File: src/rtl/data_cache.sv
// Direct-mapped, write-back, write-allocate byte cache: 8 blocks x 4 bytes.
// Refills and write-backs move whole 32-bit blocks over a busy-wait memory handshake.
module data_cache (
  input  logic        CLK,
  input  logic        RESET,
  input  logic        READ,
  input  logic        WRITE,
  input  logic [7:0]  ADDRESS,
  input  logic [7:0]  WRITEDATA,
  output logic [7:0]  READDATA,
  output logic        BUSYWAIT,
  output logic        MEM_READ,
  output logic        MEM_WRITE,
  output logic [5:0]  MEM_ADDRESS,
  output logic [31:0] MEM_WRITEDATA,
  input  logic [31:0] MEM_READDATA,
  input  logic        MEM_BUSYWAIT
);

  localparam int unsigned NUM_BLOCKS = 8;
  localparam int unsigned TAG_W      = 3;
  localparam int unsigned IDX_W      = 3;
  localparam int unsigned OFF_W      = 2;
  localparam int unsigned BYTE_W     = 8;
  localparam int unsigned BLOCK_W    = 32;

  typedef enum logic [1:0] {
    IDLE,
    WRITEBACK,
    FETCH,
    UPDATE
  } state_e;

  state_e                  state_q, state_d;
  logic                    first_q;
  logic [BLOCK_W-1:0]      data_q [NUM_BLOCKS];
  logic [TAG_W-1:0]        tag_q  [NUM_BLOCKS];
  logic [NUM_BLOCKS-1:0]   valid_q;
  logic [NUM_BLOCKS-1:0]   dirty_q;
  logic [TAG_W-1:0]        tag_lat_q;
  logic [IDX_W-1:0]        idx_lat_q;

  logic [TAG_W-1:0]        tag_c;
  logic [IDX_W-1:0]        idx_c;
  logic [OFF_W-1:0]        off_c;
  logic                    hit_c;
  logic                    mem_done_c;
  logic                    wr_hit_c;
  logic                    fill_c;
  logic                    miss_c;

  assign tag_c      = ADDRESS[7:5];
  assign idx_c      = ADDRESS[4:2];
  assign off_c      = ADDRESS[1:0];
  assign hit_c      = valid_q[idx_c] && (tag_q[idx_c] == tag_c);
  // The issue cycle never completes, so a stale low MEM_BUSYWAIT is ignored.
  assign mem_done_c = !first_q && !MEM_BUSYWAIT;

  // Next-state, CPU-side and memory-side outputs
  always_comb begin
    state_d       = state_q;
    READDATA      = 8'h00;
    BUSYWAIT      = 1'b0;
    MEM_READ      = 1'b0;
    MEM_WRITE     = 1'b0;
    MEM_ADDRESS   = 6'h00;
    MEM_WRITEDATA = 32'h0;
    wr_hit_c      = 1'b0;
    fill_c        = 1'b0;
    miss_c        = 1'b0;
    unique case (state_q)
      IDLE: begin
        if (READ || WRITE) begin
          if (hit_c) begin
            wr_hit_c = WRITE;
            if (READ) READDATA = data_q[idx_c][{off_c, 3'b000} +: BYTE_W];
          end else begin
            BUSYWAIT = 1'b1;
            miss_c   = 1'b1;
            state_d  = (valid_q[idx_c] && dirty_q[idx_c]) ? WRITEBACK : FETCH;
          end
        end
      end
      WRITEBACK: begin
        BUSYWAIT      = 1'b1;
        MEM_WRITE     = 1'b1;
        MEM_ADDRESS   = {tag_q[idx_lat_q], idx_lat_q};
        MEM_WRITEDATA = data_q[idx_lat_q];
        if (mem_done_c) state_d = FETCH;
      end
      FETCH: begin
        BUSYWAIT    = 1'b1;
        MEM_READ    = 1'b1;
        MEM_ADDRESS = {tag_lat_q, idx_lat_q};
        if (mem_done_c) begin
          fill_c  = 1'b1;
          state_d = UPDATE;
        end
      end
      UPDATE: begin
        BUSYWAIT = 1'b1;
        state_d  = IDLE;
      end
      default: state_d = IDLE;
    endcase
    if (RESET) BUSYWAIT = 1'b0;
  end

  // Control state, line status bits and miss latch
  always_ff @(posedge CLK) begin
    if (RESET) begin
      state_q <= IDLE;
      first_q <= 1'b0;
      valid_q <= '0;
      dirty_q <= '0;
    end else begin
      state_q <= state_d;
      first_q <= (state_d != state_q);
      if (miss_c) begin
        tag_lat_q <= tag_c;
        idx_lat_q <= idx_c;
      end
      if (wr_hit_c) dirty_q[idx_c] <= 1'b1;
      if (fill_c) begin
        valid_q[idx_lat_q] <= 1'b1;
        dirty_q[idx_lat_q] <= 1'b0;
      end
    end
  end

  // Data and tag arrays carry no reset; valid bits qualify them
  always_ff @(posedge CLK) begin
    if (!RESET) begin
      if (wr_hit_c) data_q[idx_c][{off_c, 3'b000} +: BYTE_W] <= WRITEDATA;
      if (fill_c) begin
        data_q[idx_lat_q] <= MEM_READDATA;
        tag_q[idx_lat_q]  <= tag_lat_q;
      end
    end
  end

endmodule

File: config.mk
export PLATFORM = sky130hd
export DESIGN_NAME = data_cache
export DESIGN_NICKNAME = d
export VERILOG_FILES = /design/src/rtl/data_cache.sv
export SDC_FILE = /design/constraint.sdc
export NUM_CORES = 1
export LEC_CHECK = 0
export CORE_ASPECT_RATIO = 2
export CORE_MARGIN = 3
export CORE_UTILIZATION = 60
export CTS_BUF_LIST = sky130_fd_sc_hd__clkbuf_8
export CTS_CLUSTER_SIZE = 40
export DETAILED_ROUTE_END_ITERATION = 10
export MAX_ROUTING_LAYER = met4
export PLACE_DENSITY = 0.81
export SLEW_MARGIN = 10
export SYNTH_ARGS = -nofsm -noshare
export SYNTH_HDL_FRONTEND = slang
export SYNTH_SLANG_ARGS = --single-unit
File: constraint.sdc
create_clock -name CLK -period 5.8 [get_ports CLK]
set_input_delay 1.74 -clock CLK [delete_from_list [all_inputs] [get_ports CLK]]
set_output_delay 1.74 -clock CLK [all_outputs]
set_load 0.02 [all_outputs]
After elaboration in Yosys (flattened, before gate mapping)

Memory sizes are Yosys's and may differ from the RTL's. A register that Yosys moved wholly into a read port is not among the register bits.
Index checks and enable logic that the tools add are counted.

$add $sub $neg: 1
Magnitude comparators: 4
Equality and inequality tests: 5
Shifts and indexed selects: 3
Muxes and demuxes: 46
Bitwise gates (word level): 5
Reduce and logical (&&, ||, !) cells: 12

Operators with widths:

| kind                                                                                 | count |
|---|---|
| 32-bit two-way mux                                                                   | 4 |
| 8-bit two-way mux                                                                    | 7 |
| 32-bit OR reduction                                                                  | 1 |
| 8-bit by 7-bit variable shift with 32-bit output (first input constant)              | 1 |
| 32-bit by 6-bit indexed part select with 8-bit output                                | 1 |
| 8-bit by 7-bit indexed part select with 32-bit output                                | 1 |
| 1-bit two-way mux                                                                    | 20 |
| 8-bit OR                                                                             | 2 |
| 6-bit case mux with 2 select lines                                                   | 1 |
| 2-bit two-way mux                                                                    | 5 |
| 3-bit two-way mux                                                                    | 3 |
| 8-bit bitwise AND                                                                    | 1 |
| 3-bit by 4-bit less-than comparator with 1-bit output (second input constant)        | 2 |
| 8-bit NOT                                                                            | 1 |
| 2-bit case mux with 4 select lines                                                   | 1 |
| 5-bit negation with 7-bit output                                                     | 1 |
| 1-bit binary-select mux with 3-bit select                                            | 2 |
| 1-bit demux with 3-bit select                                                        | 2 |
| 3-bit by 1-bit greater-or-equal comparator with 1-bit output (second input constant) | 2 |
| 1-bit logical AND                                                                    | 5 |
| 2-bit equality test (second input constant)                                          | 2 |
| 3-bit equality test                                                                  | 1 |
| 3-bit OR reduction                                                                   | 1 |
| 2-bit by 1-bit equality test with 1-bit output (second input constant)               | 1 |
| other kinds (7)                                                                      | 8 |

Bits in registers: 25
Memory bits (writable): 280
Input bits: 53
Output and inout bits: 49
Logic and storage cells: 84
Memories: 2

Memory list:

| memory | depth | bits a word | read ports | clocked after memory_dff | wr ports | line | RTL |
|---|---|---|---|---|---|---|---|
| data_q | 8     | 32          | 2          | 1                        | 1        | 36   | `logic [BLOCK_W-1:0] data_q [NUM_BLOCKS];` |
| tag_q  | 8     | 3           | 2          | 1                        | 1        | 37   | `logic [TAG_W-1:0] tag_q [NUM_BLOCKS];` |

Longest topological paths before layout

Depth after elaboration: 10
Mapped depth: 10
Depth with buffers taken out: 8

Worst setup path after synthesis

Ideal clock, no wire load.

Path type: input to output
Start: input port ADDRESS[3]
End: output port READDATA[4]
Arrival time: 3.660 ns
Data required time: 4.060 ns
Setup slack: 0.400 ns
Stages: 10
Buffers on the path: 3
Cell sequence: buf_2 clkbuf_1 and3b_1 clkbuf_1 a22o_1 a221oi_1 and3_1 nor3_1 o21ai_0 a21oi_1

Cells in the longest elaborated chain, start to end: 6
Elaborated cells on any way between the ends: 11

Ends and longest elaborated chain:

| item                                                                                | line   | RTL |
|---|---|---|
| start, declared                                                                     | 8      | `input logic [7:0] ADDRESS,` |
| memory read 8 x 32 bit, or another cell as far along                                | n/a    |  |
| 32-bit by 6-bit indexed part select with 8-bit output, or another cell as far along | 76     | `if (READ) READDATA = data_q[idx_c][{off_c, 3'b000} +: BYTE_W];` |
| 8-bit two-way mux or 1-bit logical AND (tied branches)                              | 76, 55 |  |
| 8-bit two-way mux (*)                                                               | 74     | `if (hit_c) begin` |
| 8-bit two-way mux (*)                                                               | 73     | `if (READ \|\| WRITE) begin` |
| 8-bit two-way mux (*)                                                               | 71     | `unique case (state_q)` |
| end, declared                                                                       | 10     | `output logic [7:0] READDATA,` |

Every way passes the cells marked *; elsewhere a longest branch is shown, timed or not. The select of a mux whose other input is x is not followed.

Final worst setup path

Start: input port ADDRESS[3]
End: output port READDATA[7]

Same word-level chain as after synthesis.

==> qor_table.md <==
| Stage | Item | Value |
|:---|:---|:---|
| sta | Minimum clock period | 5.765 ns |
| critical path | Bufs and invs on worst path | 6 |
| clock network | CTS Buffer Depth | 3 |
| sta | Max Transition Viols Final | 0 |
| critical path | Critical-path cell list | buf_2, buf_4, buf_4, and3b_1, buf_4, a22oi_1, nand3_1, o211ai_1, a21oi_2, buf_4, dlygate4sd2_1 |
| sta | Slew at the pin with the worst max-slew slack | 1.147 ns |
| detailed routing | First drt pass iteration count | 6 |
| detailed routing | Aggregate routed wire length | 47850 um |
| yosys | Post-synth EDFFs | 286 |
| sta | # setup viols final | 0 |
| pwr | P per Cell Area | 262.9 nW/um^2 |
| yosys | Per-instance average area after synthesis | 13.47 um^2 |
| pwr | Net Switching | 1.227 mW |
| critical path | Kind of cell adding the most delay to the critical path | buffers and inverters |
| pwr | PnR Total Power | 4.762 mW |
| sta | Fmax | 173.5 MHz |
| clock network | Maximum level of the CTS H-tree | 2 |
| clock network | Post-CTS repair timing setup buffer count | 0 |
| grt | Wire length of the first global-routing pass | 71880 um |
| yosys | Number of library cell types mapped by synthesis | 58 |
| placement | IO Port Bufs | 101 |
| yosys | Area of the mapped netlist | 15170 um^2 |
| yosys | Yosys top cell area share | 0.5663 |
| pwr | Relative contribution of combinational cells to total power | 0.138 |
| job | Maximum capacitance violations | 0 |
| critical path | Maximum fanout along the worst path | 7 |
| floorplanning | Placeable core region | 24630 um^2 |
| grt | Antenna violations before repair | 1 |
| yosys | Synth Warn # | 0 |
| finish | Share of post-route cells with drive strength above 1 | 0.2144 |
| floorplanning | Die outline area | 27340 um^2 |
| floorplanning | Die X | 118.4 um |
| detailed routing | Routed length per placed instance | 28.48 um |
| finish | Design area | 18110 um^2 |
| yosys | Top post-synthesis cells by area | edfxtp_1 (57%), mux4_2 (11%), mux2i_1 (5.7%) |
| floorplanning | Die height | 230.8 um |
| clock network | Latest clock arrival within the worst-skew pair | 0.56 ns |
| outcome | Outcome | finished, final reports clean |
| detailed routing | Remaining design rule violation count | 0 |
| yosys | Cell taking the most area after synthesis | edfxtp_1 |
| finish | Most frequent cells in the layout | edfxtp_1 (286), nand2_1 (120), buf_4 (114), clkdlybuf4s50_1 (89), mux2i_1 (86) |
| finish | Post-layout utilization of the core | 0.7356 |
| detailed routing | Final ANT Viol Nets | 0 |
| grt | Global-route total usage across every layer | 0.3640 |
| pwr | VDD IR max | 0.2640 mV |
| clock network | Cell chosen for the clock root | clkbuf_8 |
| critical path | Crit end category | primary output |
| finish | Synth-to-Final Area Change | 19.45% |
| grt | Vias in the first global route | 11844 |
| sta | Share of the clock period used by the worst path after layout | 0.9939 |
| yosys | Post-synthesis net count | 1188 |
| clock network | Clock Pin Slew Worst Setup and Hold Paths | 0.07 ns |
| placement | Setup slack at placement | -0.3111 ns |
| detailed routing | Number of vias per cell | 6.871 |
| pwr | Proportion of power drawn by flip-flops and latches | 0.526 |
| yosys | Synthesized instance count | 1126 |
| min path | Class of the most critical hold timing path | reg2reg |
| yosys | Top FF cell, synth | edfxtp_1 |
| sta | Worst Hold Slack | 0.4592 ns |
| detailed routing | Detailed router's first-iteration violation count | 1654 |
| sta | Worst relative slew slack | 0.2275 |
| critical path | Most frequent cell on the critical path | buf_4 |
| critical path | Critical Path AT | 4.02 ns |
| sta | Final Hold Fails | 0 |
| yosys | Seq/Total Area, Yosys | 0.5953 |
| pwr | Leakage | 6.263 nW |
| yosys | FFs w/ async S/R, synth | 0 |
| clock network | CTS Sinks | 308 |
| critical path | Required @ worst endpoint | 4.06 ns |
| placement | GPL Wtd Cong | 0.9744 |
| yosys | Synthesis-stage register bit count | 308 |
| critical path | WS Path Type | in2out |
| sta | Final Skew | 0.02303 ns |
| floorplanning | Top-level port count | 102 |
| finish | Number of diodes added for antenna fixing | 0 |
| pwr | Clock network fraction of design power | 0.337 |
| placement | Post-detail-place hpwl | 34550 um |
| critical path | Cell with the largest stage delay on the worst path | o211ai_1 |
| critical path | Delay of the slowest cell on the worst path | 0.39 ns |
| floorplanning | Initial cell density of the core | 0.6158 |
| pwr | Proportion of total power due to net switching | 0.2577 |
| floorplanning | Rows | 81 |
| finish | Final net count | 1376 |
| placement | Post-Place Cell Area | 17330 um^2 |
| pwr | Internal power consumption | 3.535 mW |
| sta | RSZ-0062 raised after global routing | yes |
| critical path | Kind of start point of the critical path | primary input |
| clock network | Total clock buffers created by CTS | 43 |
| clock network | TritonCTS clock tree | yes |
| detailed routing | Number of vias in the routed layout | 11544 |
| grt | Grt ovf | 0 |
| clock network | # hold bufs at CTS | 0 |
| grt | Pin count of the biggest net entering global routing | 66 |
| finish | Most common library cell in the layout ignoring fill and taps | edfxtp_1 |
| sta | Final setup slack of the worst path | 0.03549 ns |
## metrics by stage
stage	setup TNS, ns	std cells
floorplan	0	1126
global placement	-1.720	1601
detailed placement	-2.325	1601
CTS	0	1680
global route	-0.05165	1680
finish	0	1680
## logic make-up after synthesis
family,synth area share
muxes,0.1733
DFF,0.5953
AOI/OAI and AO/OA,0.1036
adders and majority gates,0.007425
and+or+nand+nor,0.09529
buffers and inverters,0.02442
xor gates and xnor gates,0.0005776
## path summary, 6_finish.rpt
kind / startpoint / end / slack, ns / depth (start not counted)
max reg2reg: state_q[0] / data_q[7][22] / 2.51 / 7
min: valid_q[2] / valid_q[2] / 0.46 / 1
min reg2reg: valid_q[2] / valid_q[2] / 0.46 / 1
max: ADDRESS[3] / READDATA[7] / 0.04 / 11
## cell type report
class	count	area (um^2)
clock buffer	43	591.8
multi-input combinational	727	5803
timing repair buffer	225	2029
inverter	9	33.78
fill	1578	6513
tap	332	415.4
clock inverter	36	206.4
sequential	308	9035
## state kept, by name (all words and copies together), names as in the netlist, named ones only
register,flops
dirty_q,8
tag_lat_q,3
idx_lat_q,3
tag_q,24
valid_q,8
state_q,2
data_q,256
first_q,1
## routing by layer
| layer | vias up | global-route usage | share of wire |
|---|---|---|---|
| met3 | 285 | 0.05099 | 0.10 |
| met5 | - | - | 0 |
| met2 | 960 | 0.6086 | 0.50 |
| met4 | 0 | 0.2546 | 0.089 |
| met1 | 5522 | 0.4008 | 0.30 |
| li1 | 4777 | - | - |
## power groups by stage
stage / clock network, mW / registers, mW / logic [mW]
global route: 1.71 / 2.51 / 0.686
finish: 1.60 / 2.50 / 0.655
detailed placement: 0 / 2.55 / 0.640
global placement: 0 / 2.55 / 0.627
floorplan: 0 / 2.52 / 0.403
CTS: 1.61 / 2.50 / 0.644
## repair_timing
item | 4_1_cts | 5_1_grt
setup endpoints to repair | 9 | 9
pin swaps | 1 | 0
resized for setup | 14 | 15
## synthesized netlist by cell type (4+ instances only)
| master | n |
|---|---|
| edfxtp_1 | 286 |
| nand2_1 | 120 |
| mux2i_1 | 86 |
| nor2_1 | 75 |
| mux4_2 | 73 |
| a21oi_1 | 68 |
| o21ai_0 | 56 |
| clkbuf_1 | 52 |
| nor2b_1 | 40 |
| a22oi_1 | 37 |
| dfxtp_1 | 22 |
| buf_2 | 17 |
| nand3_1 | 16 |
| nor3_1 | 15 |
| a221oi_1 | 13 |
| o211ai_1 | 13 |
| buf_1 | 11 |
| mux2_2 | 11 |
| nand4_1 | 11 |
| a22o_1 | 9 |
| and2_1 | 9 |
| ha_1 | 9 |
| inv_1 | 7 |
| a211oi_1 | 6 |
| a21o_1 | 5 |
| a222oi_1 | 5 |
| and3_1 | 5 |
| nor3b_1 | 4 |
| o2bb2ai_1 | 4 |
Note: power is estimated with default switching activity, not from simulation.
